===== config.mk =====
export PLATFORM = sky130hd
export DESIGN_NAME = gamepad_scan
export DESIGN_NICKNAME = d
export VERILOG_FILES = /design/src/rtl/gamepad_scan.sv
export SDC_FILE = /design/constraint.sdc
export NUM_CORES = 1
export LEC_CHECK = 0
export ABC_AREA = 1
export CAP_MARGIN = 20
export CORE_UTILIZATION = 50
export CTS_BUF_LIST = sky130_fd_sc_hd__clkbuf_4 sky130_fd_sc_hd__clkbuf_8 sky130_fd_sc_hd__clkbuf_16
export DETAILED_ROUTE_END_ITERATION = 8
export PLACE_DENSITY = 0.72
export SKIP_CTS_REPAIR_TIMING = 1
export SLEW_MARGIN = 5
export SYNTH_ARGS = -nofsm -noshare
export SYNTH_HDL_FRONTEND = slang
export SYNTH_SLANG_ARGS = --single-unit

===== constraint.sdc =====
create_clock -name clk -period 1.5 [get_ports clk]
set_input_delay 0.225 -clock clk [delete_from_list [all_inputs] [get_ports clk]]
set_output_delay 0.225 -clock clk [all_outputs]
set_load 0.01 [all_outputs]

===== src/rtl/gamepad_scan.sv =====
// Serial game-pad reader: N_PADS pads sharing latch/clock, N_BITS per pad.
// Optional macro GAMEPAD_PRESENT_EN adds per-pad presence detection.
module gamepad_scan #(
  parameter int N_PADS      = 1,
  parameter int N_BITS      = 12,
  parameter int CLK_DIV     = 6,
  parameter int POLL_CYCLES = 16666
) (
  input  logic                     clk,
  input  logic                     rst,
  input  logic                     start,
  input  logic                     auto_en,
  input  logic [N_PADS-1:0]        game_data,
  output logic                     game_latch,
  output logic                     game_clk,
  output logic [N_PADS*N_BITS-1:0] buttons,
  output logic                     busy,
`ifdef GAMEPAD_PRESENT_EN
  output logic [N_PADS-1:0]        present,
`endif
  output logic                     valid
);

  localparam int PW = $clog2(POLL_CYCLES + 1);
  localparam int DW = $clog2(2 * CLK_DIV);
  localparam int BW = $clog2(N_BITS);
  localparam logic [PW-1:0] POLL_LAST  = PW'(POLL_CYCLES - 1);
  localparam logic [DW-1:0] LATCH_LAST = DW'(2 * CLK_DIV - 1);
  localparam logic [DW-1:0] HALF_LAST  = DW'(CLK_DIV - 1);
  localparam logic [BW-1:0] BIT_LAST   = BW'(N_BITS - 1);

  typedef enum logic [2:0] {
    S_IDLE, S_LATCH, S_SETTLE, S_CLK_LO, S_CLK_HI, S_DONE
  } state_t;

  state_t                     state;
  logic [DW-1:0]              div_cnt;
  logic [BW-1:0]              bit_idx;
  logic [PW-1:0]              poll_cnt;
  logic [N_PADS-1:0]          sync1, sync2;
  logic [N_PADS*N_BITS-1:0]   shadow, sampled, loaded;
  logic [N_PADS-1:0]          pad_present;
  logic                       trigger;

  assign trigger = (state == S_IDLE) &&
                   (start || (auto_en && (poll_cnt == POLL_LAST)));

  always_ff @(posedge clk or posedge rst) begin
    if (rst) begin
      sync1 <= '0;
      sync2 <= '0;
    end else begin
      sync1 <= game_data;
      sync2 <= sync1;
    end
  end

  // Shadow word with the current bit position overwritten by the live sample;
  // lets the final sample and the buttons load share one clock edge.
  always_comb begin
    sampled = shadow;
    for (int p = 0; p < N_PADS; p++)
      sampled[p*N_BITS + int'(bit_idx)] = ~sync2[p];
  end

`ifdef GAMEPAD_PRESENT_EN
  // A pad whose line read 0 on every sample is unplugged (pull-down).
  always_comb begin
    loaded      = sampled;
    pad_present = '0;
    for (int p = 0; p < N_PADS; p++) begin
      pad_present[p] = ~&sampled[p*N_BITS +: N_BITS];
      if (!pad_present[p]) loaded[p*N_BITS +: N_BITS] = '0;
    end
  end
`else
  always_comb begin
    loaded      = sampled;
    pad_present = '1;
  end
`endif

  always_ff @(posedge clk or posedge rst) begin
    if (rst) begin
      state      <= S_IDLE;
      div_cnt    <= '0;
      bit_idx    <= '0;
      poll_cnt   <= '0;
      shadow     <= '0;
      buttons    <= '0;
      game_latch <= 1'b0;
      game_clk   <= 1'b1;
      busy       <= 1'b0;
      valid      <= 1'b0;
`ifdef GAMEPAD_PRESENT_EN
      present    <= '0;
`endif
    end else begin
      valid <= 1'b0;
      if (!auto_en || trigger) poll_cnt <= '0;
      else if (state == S_IDLE) poll_cnt <= poll_cnt + 1'b1;

      case (state)
        S_IDLE: begin
          if (trigger) begin
            state      <= S_LATCH;
            game_latch <= 1'b1;
            busy       <= 1'b1;
            div_cnt    <= '0;
            bit_idx    <= '0;
          end
        end
        S_LATCH: begin
          if (div_cnt == LATCH_LAST) begin
            state      <= S_SETTLE;
            game_latch <= 1'b0;
            div_cnt    <= '0;
          end else begin
            div_cnt <= div_cnt + 1'b1;
          end
        end
        S_SETTLE: begin
          if (div_cnt == HALF_LAST) begin
            shadow   <= sampled;
            bit_idx  <= BW'(1);
            state    <= S_CLK_LO;
            game_clk <= 1'b0;
            div_cnt  <= '0;
          end else begin
            div_cnt <= div_cnt + 1'b1;
          end
        end
        S_CLK_LO: begin
          if (div_cnt == HALF_LAST) begin
            state    <= S_CLK_HI;
            game_clk <= 1'b1;
            div_cnt  <= '0;
          end else begin
            div_cnt <= div_cnt + 1'b1;
          end
        end
        S_CLK_HI: begin
          if (div_cnt == HALF_LAST) begin
            shadow  <= sampled;
            div_cnt <= '0;
            if (bit_idx == BIT_LAST) begin
              state   <= S_DONE;
              valid   <= 1'b1;
              buttons <= loaded;
`ifdef GAMEPAD_PRESENT_EN
              present <= pad_present;
`endif
            end else begin
              bit_idx  <= bit_idx + 1'b1;
              state    <= S_CLK_LO;
              game_clk <= 1'b0;
            end
          end else begin
            div_cnt <= div_cnt + 1'b1;
          end
        end
        S_DONE: begin
          state <= S_IDLE;
          busy  <= 1'b0;
        end
        default: begin
          state <= S_IDLE;
          busy  <= 1'b0;
        end
      endcase
    end
  end

endmodule


; ---- After elaboration in Yosys (flattened, before gate mapping)
; Cells that the tools add are included.
[op_classes]
add_sub_neg = 3
magnitude_cmp = 2
n_eq_ne = 14
mux = 32
n_bitwise = 2
reduce_logical = 23
[op_table]
columns = op, count
row1 = 2-to-1 mux 15 bit, 2
row2 = 2-to-1 mux 4 bit, 6
row3 = case mux 4 bit (3 select lines), 2
row4 = 2-to-1 mux 3 bit, 6
row5 = adder 15 x 1 -> 15 bit (second input constant), 1
row6 = equality test 15 bit (second input constant), 1
row7 = case mux 3 bit (5 select lines), 1
row8 = AND reduction 5 bit, 3
row9 = bitwise mux 12 bit, 1
row10 = inequality test 2 bit (second input constant), 6
row11 = 2-to-1 mux 1 bit, 10
row12 = nonzero test 3 bit, 3
row13 = adder 4 x 1 -> 4 bit (second input constant), 2
row14 = equality test 4 bit (second input constant), 2
row15 = equality test 3 x 2 -> 1 bit (second input constant), 2
row16 = AND reduction 2 bit, 3
row17 = AND reduction 3 bit, 2
row18 = < comparator 4 x 5 -> 1 bit (second input constant), 1
row19 = demux 1 bit (select 4 bit), 1
row20 = equality test 4 x 3 -> 1 bit (second input constant), 1
row21 = >= comparator 4 x 1 -> 1 bit (second input constant), 1
row22 = case mux 1 bit (2 select lines), 2
row23 = nonzero test 2 bit, 2
row24 = OR reduction 4 bit, 1
row25 = other kinds (10), 14
[totals]
ff_bits = 56
output_inout_bits = 16
wordCells = 88

; ---- Logic depth before layout (Yosys ltp)
[depth]
ltp_word = 6
mapped_depth = 10
depth_no_buf = 10

; ---- Worst setup path after synthesis
; No wires, ideal clock.
[synth_path]
path_kind = register to register
start = register div_cnt[1]
end = register shadow[0]
arrival_time_ns = 1.469
t_required_ns = 1.375
slack_ns = -0.094
path_stages_with_launch = 7
n_path_buf = 1
synth_period_minus_slack_ns = 1.594
path_cell_list = dfrtp_1 inv_1 ha_1 nand3_4 a21oi_2 buf_4 mux2_2
[synth_between]
elab_chain_len = 2
[synth_lines]
columns = element, line
row1 = "start, declared", 37  ; logic [DW-1:0] div_cnt;
row2 = "start signal, assigned", 119  ; div_cnt <= div_cnt + 1'b1;
row3 = "start signal, assigned", 130  ; div_cnt <= div_cnt + 1'b1;
row4 = "start signal, assigned", 139  ; div_cnt <= div_cnt + 1'b1;
row5 = equality test 4 x 3 -> 1 bit, "123, 143"
row6 = AND reduction 2 bit (no source line), -
row7 = "end signal, assigned", 124  ; shadow <= sampled;
row8 = "end signal, assigned", 144  ; shadow <= sampled;
row9 = "end, declared", 41  ; logic [N_PADS*N_BITS-1:0] shadow, sampled, loaded;
; No other way between the ends.
; A chain may end at the register's enable or synchronous reset.

; ---- Worst setup path after layout
[layout_path]
start = register div_cnt[1]
end = register shadow[1]
; Same word-level chain as after synthesis.

==> metrics.md <==
| Metric | Value |
|---|---|
| Outcome | finished, violations left |
| Failing checks | setup timing |
| Die Y-Extent | 79.9 microns |
| Synth Instances | 372 |
| DIE WIDTH | 79.9 microns |
| Crit end category | flop |
| Max_cap viols | 0 |
| Yosys top cell area share | 45.4% |
| Ys flop type | dfrtp_1 |
| WP data arrival | 1.75 ns |
| Clock tree sinks | 56 |
| FMAX | 648 MHz |
| Largest net degree at the start of global routing | 31 |
| Slew headroom | 74.5% |
| Hold slack | 0.227 ns |
| Pre-antenna DRT Iters | 4 |
| Area Growth Syn to Fin | 35.9% |
| CP Buf/Inv Count | 2 |
| Worst setup slack after layout | -0.0434 ns |
| Num rows | 27 |
| Finished Cell Area | 4120 sq um |
| Worst path depth | 6 |
| EDFF count, synth | 0 |
| Cell Area, Placed | 3640 sq um |
| I/O Buffers | 20 |
| Worst-path cell chain | inv_2 -> ha_4 -> nand3_4 -> a21oi_4 -> clkbuf_16 -> mux2_4 |
| Reg-to-reg endpoint | shadow[1] |
| Met3 Use GR | 3.89% |
| Critical Setup Path Class | flop to flop |
| Area of the multi-input gates | 1620 sq um |
| First-pass GRT wire length | 11300 microns |
| R2R setup slack | -0.04 ns |
| Actual slew at the worst max-slew pin | 0.383 ns |
| Worst clock skew | 0.00619 ns |
| Initial DRC Count | 201 |
| Layout net count | 459 |
| Post-DP HPWL | 4760 microns |
| Crit-path slowest cell | dfrtp_1 |
| Die area | 6380 sq um |
| Reg-to-Reg Start | div_cnt[1] |
| Largest fanout on the critical path | 6 |
| CP Launch Type | flop |
| Worst-path clk slew | 0.10 ns |
| TritonCTS Buffers | 5 |
| Layer with the highest usage | met2 |
| Level count of the clock H-tree | 2 |
| Syn Area/Cell | 8.15 sq um |
| Data required, critical path | 1.70 ns |
| Crit path launch | div_cnt[1] |
| Most common cell in the netlist | nand2_1 |
| Met1 GRT Util | 30.3% |
| Synth area leaders | dfrtp_1 45%, nand2_1 14%, nand3_1 4.8% |
| Clock Latency Late Sink | 0.31 ns |
| # diodes | 0 |
| WL per Instance | 14.1 microns |
| Met2 Track Usage GR | 36.8% |
| Antenna viol nets, final | 0 |
| Leading area contributor after synthesis | dfrtp_1 |
| Routed WL | 7320 microns |
| Register area | 1410 sq um |
| Minimum clock period | 1.54 ns |
| # setup viols final | 19 |
| Number of global-route vias before repair | 2601 |
| Seq/Total Area, Yosys | 46.3% |
| Ys async rst share | 100% |
| Initial antenna violation count | 0 |
| DRC | 0 |
| Unique masters post-synth | 36 |
| Final slew viol count | 0 |
| Flops & latches, synth | 56 |
| Top cells by instance count after synthesis | 111 x nand2_1, 55 x dfrtp_1, 38 x inv_1, 33 x nor2_1, 29 x nand3_1 |
| Worst setup path end | shadow[1] |
| Mapped Nets | 385 |
| Clock Path Buffers | 2 |
| Root Driver | clkbuf_8 |
| Synth Warn # | 0 |
| Final period util | 103% |
| Gr ovfl total | 0 |
| RSZ-0062 raised after global routing | yes |
| TritonCTS clock tree | built |
| GPL Wtd Cong | 0.847 |
| Crit-path max cell delay | 0.40 ns |
| Fill cell count | 396 |
| Hold WC Path Type | primary input to async pin |
| Pwr Density | 1180 nW/um^2 |
| Layout cells sized above 1 | 30.9% |
| Routed vias/inst | 5.31 |
| Worst Reg-to-Reg Cells | 6 |
| Via count | 2755 |
| Initial Utilization | 53.4% |
| Family with the most delay on the worst path | flip-flops |
| # IOs | 21 |
| VDD IR-drop max | 0.00133 V |
| Post-Syn Area | 3030 sq um |
| Hold Vio Cnt, Final | 0 |
| Core ar. | 5680 sq um |
| P_leak | 2.08 nW |
| GR Util All Layers | 22.5% |
==> flip-flops by register name (all words and copies together), names as in the netlist, 3 cells and up <==
name / cells
poll_cnt: 15
buttons: 12
shadow: 12
bit_idx: 4
div_cnt: 4
state: 3
==> worst min path at each step <==
stage	to	slack [ns]	cells after the start
floorplan	sync1	0.26	0
global placement	sync2	0.33	0
detailed placement	sync2	0.35	0
CTS	poll_cnt[10]	0.23	2
global route	poll_cnt[10]	0.26	2
finish	poll_cnt[10]	0.23	2
==> power breakdown <==
| group | leakage [nW] | internal [W] | switching [W] |
|---|---|---|---|
| clock | 0.0445 | 0.000333 | 0.000529 |
| combinational | 1.29 | 0.000977 | 0.00111 |
| sequential | 0.746 | 0.00171 | 0.000202 |
| total | 2.08 | 0.00302 | 0.00184 |
==> cells in the final DEF, fill, tap and decap left out, drive strengths merged, types with 2 or more instances in the layout <==
cell type | Yosys | routed
dfrtp | 55 | 55
nand3 | 31 | 31
inv | 38 | 38
nand4 | 7 | 7
clkinvlp | 0 | 2
a21oi | 13 | 13
buf | 8 | 53
clkbuf | 2 | 8
a31oi | 4 | 4
clkdlybuf4s50 | 0 | 16
clkinv | 1 | 2
o21bai | 2 | 2
or2 | 5 | 5
mux2 | 12 | 12
dlymetal6s2s | 0 | 4
ha | 8 | 8
o21ai | 25 | 25
xor2 | 4 | 4
nor3 | 2 | 2
nor2 | 36 | 37
nand2 | 115 | 115
==> metal layers <==
metal / share of wire, % / vias up
met5: 0 / -
met4: 1.2 / 0
met3: 4.5 / 8
met2: 48 / 82
met1: 46 / 1319
li1: - / 1346
==> per-stage QoR <==
stage	power (W)	utilization (%)	worst slack [ns]	setup TNS (ns)	cells
after floorplan	0.00296	-	-0.0406	-0.384	372
after global placement	0.00355	64.1	-0.110	-0.977	496
after detailed placement	0.00361	64.1	-0.148	-2.25	496
after CTS	0.00446	65.7	-0.113	-1.90	504
after global routing	0.00515	72.6	-0.109	-2.19	519
final	0.00486	72.6	-0.0434	-0.346	519
==> area by class of cell <==
class / instances / share of cell area (%)
Clock inverter: 3 / 0.516
Clock buffer: 5 / 1.67
Tap cell: 72 / 2.19
Timing Repair Buffer: 76 / 18.4
Sequential cell: 56 / 34.2
Inverter: 39 / 3.68
Multi-Input combinational cell: 268 / 39.3
==> worst register-to-register path, cell delays in order (launching register included) <==
cell,delay [ns]
dfrtp_1,0.40
inv_2,0.07
ha_4,0.13
nand3_4,0.11
a21oi_4,0.23
clkbuf_16,0.20
mux2_4,0.30
==> cell families (layout without fill, tap and decap cells) <==
logic type               after synthesis  in the layout  share of synthesized area [%]
adder cells (fa/ha/maj)                8              8                           3.30
AND/OR/NAND/NOR                      196            197                           28.6
XOR/XNOR                               5              5                           1.44
AO/OA/AOI/OAI                         46             46                           8.54
flip-flops                            56             56                           46.3
multiplexers                          12             12                           4.46
buffers and inverters                 49            123                           7.43
Power figures use the tool's default switching activity.
